## src/rtl/sim_run_pkg.sv

```systemverilog
// sim_run_pkg: shared state and verdict encodings for the simulation run controller.
package sim_run_pkg;

    localparam int FAIL_CODE_W = 2;

    typedef enum logic [1:0] {HOLD, RUN, PASS, FAIL} state_e;

    typedef enum logic [FAIL_CODE_W-1:0] {NONE, DUT, TIMEOUT, WDOG} fail_code_e;

endpackage

```

## src/rtl/sim_run_wdog.sv

```systemverilog
// sim_run_wdog: kickable down-counter that flags a stall after WDOG_CYCLES idle cycles.
// WDOG_CYCLES = 0 disables it; the counter reloads whenever it is not enabled.
module sim_run_wdog #(
    parameter int WDOG_CYCLES = 0,
    parameter int CNT_W       = 32
) (
    input  logic clk,
    input  logic reset,
    input  logic en,
    input  logic kick,
    output logic expire
);

    localparam logic [CNT_W-1:0] LOAD = CNT_W'(WDOG_CYCLES == 0 ? 0 : WDOG_CYCLES - 1);

    logic [CNT_W-1:0] cnt_q, cnt_d;

    always_comb cnt_d = (!en || kick) ? LOAD : (cnt_q == '0 ? cnt_q : cnt_q - CNT_W'(1));

    always_ff @(posedge clk) begin
        if (reset) cnt_q <= LOAD;
        else       cnt_q <= cnt_d;
    end

    assign expire = (WDOG_CYCLES != 0) && en && !kick && (cnt_q == '0);

endmodule

```

## src/rtl/sim_run_ctrl.sv

```systemverilog
// sim_run_ctrl: holds the DUT in reset, counts run cycles and latches one sticky verdict.
module sim_run_ctrl
    import sim_run_pkg::*;
#(
    parameter int RESET_CYCLES = 4,
    parameter int MAX_CYCLES   = 1000,
    parameter int WDOG_CYCLES  = 0,
    parameter int CNT_W        = 32
) (
    input  logic                   clk,
    input  logic                   reset,
    input  logic                   dut_passed,
    input  logic                   dut_failed,
    input  logic                   dut_progress,
    output logic                   dut_reset,
    output logic [CNT_W-1:0]       cyc_cnt,
    output logic                   passed,
    output logic                   failed,
    output logic                   done,
    output logic [FAIL_CODE_W-1:0] fail_code
);

    localparam logic [CNT_W-1:0] HOLD_LOAD = CNT_W'(RESET_CYCLES - 1);
    localparam logic [CNT_W-1:0] MAX_CNT   = CNT_W'(MAX_CYCLES);

    state_e           state_q, state_d;
    fail_code_e       code_q, code_d;
    logic [CNT_W-1:0] hold_q, hold_d, cyc_q, cyc_d;
    logic             expire;

    sim_run_wdog #(.WDOG_CYCLES(WDOG_CYCLES), .CNT_W(CNT_W)) u_wdog (
        .clk    (clk),
        .reset  (reset),
        .en     (state_q == RUN),
        .kick   (dut_progress),
        .expire (expire)
    );

    // Verdict priority: DUT fail, DUT pass, watchdog stall, timeout.
    always_comb begin
        state_d = state_q;
        code_d  = code_q;
        hold_d  = hold_q;
        cyc_d   = cyc_q;
        unique case (state_q)
            HOLD: begin
                if (hold_q == '0) begin
                    state_d = RUN;
                    cyc_d   = CNT_W'(1);
                end else begin
                    hold_d = hold_q - CNT_W'(1);
                end
            end
            RUN: begin
                if (dut_failed) begin
                    state_d = FAIL;
                    code_d  = DUT;
                end else if (dut_passed) begin
                    state_d = PASS;
                end else if (expire) begin
                    state_d = FAIL;
                    code_d  = WDOG;
                end else if (cyc_q == MAX_CNT) begin
                    state_d = FAIL;
                    code_d  = TIMEOUT;
                end else begin
                    cyc_d = cyc_q + CNT_W'(1);
                end
            end
            default: ;
        endcase
    end

    always_ff @(posedge clk) begin
        if (reset) begin
            state_q <= HOLD;
            code_q  <= NONE;
            hold_q  <= HOLD_LOAD;
            cyc_q   <= '0;
        end else begin
            state_q <= state_d;
            code_q  <= code_d;
            hold_q  <= hold_d;
            cyc_q   <= cyc_d;
        end
    end

    assign dut_reset = (state_q == HOLD);
    assign cyc_cnt   = cyc_q;
    assign passed    = (state_q == PASS);
    assign failed    = (state_q == FAIL);
    assign done      = passed | failed;
    assign fail_code = code_q;

endmodule

```

## config.mk

```make
export PLATFORM = sky130hd
export DESIGN_NAME = sim_run_ctrl
export DESIGN_NICKNAME = d
export VERILOG_FILES = /design/src/rtl/sim_run_pkg.sv /design/src/rtl/sim_run_wdog.sv /design/src/rtl/sim_run_ctrl.sv
export SDC_FILE = /design/constraint.sdc
export NUM_CORES = 1
export LEC_CHECK = 0
export CORE_ASPECT_RATIO = 0.5
export CORE_MARGIN = 5
export CORE_UTILIZATION = 50
export CTS_CLUSTER_DIAMETER = 150
export DETAILED_ROUTE_END_ITERATION = 12
export GPL_ROUTABILITY_DRIVEN = 0
export MAX_ROUTING_LAYER = met4
export PLACE_DENSITY = 0.88
export SLEW_MARGIN = 20
export SYNTH_ARGS = -nofsm -noshare
export SYNTH_HDL_FRONTEND = slang
export SYNTH_SLANG_ARGS = --single-unit
export TNS_END_PERCENT = 100
```

## constraint.sdc

```tcl
create_clock -name clk -period 2.8 [get_ports clk]
set_clock_uncertainty 0.15 [all_clocks]
set_input_delay 0.56 -clock clk [delete_from_list [all_inputs] [get_ports clk]]
set_output_delay 0.56 -clock clk [all_outputs]
set_load 0.01 [all_outputs]
```

==> run metrics <==
unrepaired setup endpoints after global routing yes; synthesized area per cell between 8 and 9 sq um; largest net degree at the start of global routing 36; Synth warnings 0; cell with the most instances after synthesis dfxtp_1; pre-CTS setup slack -105.5 ps; Routed Antenna Nets 0; #FFs+latches synth 68; Critical R2R Capture cyc_cnt[9]$_SDFFE_PP0P_; initial antenna violation count 0; largest buffer count on any clock path 2; worst hold path type reg2reg; Hold EP hold_q[13]$_SDFFE_PP0P_; violated checks setup timing; R2R setup slack -150 ps; Port Buffer Count just over 40; Post-Layout Inst Area 4538 sq um; GR Util met3 about 6.4%; Setup violations, final 5; EDFF count, synth 0; DP Area 4169 sq um; actual slew at the worst max-slew pin 604.1 ps; Fmax between 300 and 400 MHz; DRT iter0 DRCs 367; final clock period utilization by the worst path 105.5%; final cell count without fillers 583; grt peak-use layer met2; vias in the first global route about 3,100; share of cells above drive strength 1 18.33%; Netlist cell types 54; Post-synth top cells 68 x dfxtp_1, 56 x nor2_1, 27 x nand2_1, 27 x xnor2_1; CP arrival between 3000 and 4000 ps; slew margin rel. between 50% and 60%; number of vias per cell ~6; Syn Nets ~420; average wire per standard cell 16.26 um; total number of vias 3,413; P_leak approximately 1.7 nW; Pre-antenna DRT Iters 5; fin util about two thirds; min Tclk post-route 2954 ps; share of the synthesized area in the top cell type 40.10%; hpwl dp 5.990 mm; Setup Crit Path Kind reg2reg; Die X 126.5 um; synthesized instance count between 400 and 500; Core Area 6648 sq um; die height 68.26 um; CTS tree done; Clock Pin Slew Worst Setup and Hold Paths 50 ps; synth top area cells dfxtp_1 40%, xnor2_1 7.0%, nor2_1 6.2%, a21oi_1 3.2%, nand3_1 3.2%; Inserted Clock Buffers 9; Filler cells approximately 460; async set-reset flop share out of synthesis 0%; GRT overflow 0; Worst Path Required approximately 2900 ps; clock sink count a little under 70; Cells after DPL ~570; Ports between 40 and 50; max-cap check violation count 0; post-synth top area cell dfxtp_1; cell area after synthesis 3395 sq um; Slew Limit Fails 0; GRT met2 Usage 38.49%; row count 21; Post-route DRC 0; Hold Buf Count CTS 0; CTS root buffer clkbuf_16; final hold vios 0; total power ~4.2 mW; CTS H-tree depth 3; global-route wire length before repair about 15 mm; fin nets just under 500; worst-skew pair later-pin latency roughly 330 ps; startpoint of the worst hold path hold_q[13]$_SDFFE_PP0P_; die area roughly 8600 sq um; Inserted Diodes 0; final WL 9.482 mm; reg2reg path depth 6; Crit Path Max Fanout 5; final setup TNS -235.9 ps; hold depth 2; nature of the critical path endpoint register; setup slack after layout -154.4 ps; Max IR drop VDD approximately 0.00063 V; r2r startpoint hold_q[17]$_SDFFE_PP0P_; GRT Total Usage between 20% and 30%; PD cells 932.2 nW/um^2; Initial Util ~51%; Syn-to-layout area delta 33.69%; worst hold slack between 300 and 400 ps; critical path launch point type register; status complete, but fails checks; Top FF cell, synth dfxtp_1; sequential cell area fraction in the yosys report between 40% and 50%; M1 GR Usage 25.40%
-- worst max-delay path: stages (launching register included) --
cell	delay, ps
dfxtp_2	320
or4_4	530
or3_4	370
or4_4	580
a2111oi_0	590
xnor2_1	210
nor2_1	90
-- state kept, by name (all words and copies together), names as in the netlist --
register and count:
cyc_cnt 32, fail_code 2, hold_q 32, state_q 2
-- report_power, final --
group          switching, mW  total, mW  leakage, nW  internal, mW
clock network          0.399       1.07        0.140         0.671
logic                   1.02       1.90        0.976         0.883
registers              0.141       1.26        0.550          1.12
-- per-layer routing --
layer  share of wire [%]  wire length (um)
met1                  43              4105
met2                  49              4671
met3                 5.5               517
met4                 2.0               188
met5                   0                 0
-- cell families (layout without fill, tap and decap cells) --
logic type / Yosys count / in the layout / synth area share [%]
AO/OA/AOI/OAI: 66 / 66 / 13.42
buffers and inverters: 33 / 112 / 4.018
multiplexers: 4 / 4 / 1.180
AND/OR/NAND/NOR: 202 / 203 / 31.15
adder cells (fa/ha/maj): 3 / 3 / 1.106
flip-flops: 68 / 68 / 40.10
XOR/XNOR: 35 / 35 / 9.031
-- cells in the final DEF, fill, tap and decap left out, types with 5 or more instances in the layout --
cell / synthesis / routed
dfxtp_1: 68 / 67
nand3_1: 22 / 22
nand2_1: 27 / 27
xor2_1: 8 / 8
nand3b_1: 5 / 5
or3_1: 13 / 9
clkbuf_16: 0 / 9
a21oi_1: 22 / 20
buf_4: 1 / 39
or2_2: 9 / 9
xnor2_1: 27 / 27
nor3_1: 19 / 19
o21ai_0: 9 / 9
nand4_1: 14 / 14
a211oi_1: 8 / 7
clkdlybuf4s50_1: 0 / 41
inv_1: 13 / 13
nor2_1: 56 / 56
nor4_1: 13 / 13
-- area by class of cell --
cell class / instances / area [sq um] / area share [%]
timing repair buffer: 83 / 737.0 / 16.24
inverter: 13 / 48.80 / 1.075
tap: 92 / 115.1 / 2.537
clock inverter: 1 / 5.005 / 0.1103
clock buffer: 15 / 277.8 / 6.121
multi-input combinational: 311 / 1992 / 43.89
sequential: 68 / 1363 / 30.02
-- worst max path at each step --
stage / startpoint / to / slack, ps / cells after the start
global placement: dut_passed / cyc_cnt[29]$_SDFFE_PP0P_ / -90 / 7
global route: hold_q[17]$_SDFFE_PP0P_ / cyc_cnt[9]$_SDFFE_PP0P_ / -80 / 6
finish: hold_q[17]$_SDFFE_PP0P_ / cyc_cnt[9]$_SDFFE_PP0P_ / -150 / 6
CTS: hold_q[10]$_SDFFE_PP0P_ / cyc_cnt[13]$_SDFFE_PP0P_ / -50 / 7
detailed placement: dut_passed / cyc_cnt[29]$_SDFFE_PP0P_ / -110 / 7
floorplan: hold_q[17]$_SDFFE_PP0P_ / cyc_cnt[29]$_SDFFE_PP0P_ / -90 / 8
-- repair_timing --
item	in CTS	in global routing
pin swaps	0	6
gates cloned	0	1
hold endpoints to repair	0	0
endpoints found under the setup margin	7	33
resized for setup	1	14
setup buffers	0	1
Power figures use the tool's default switching activity.
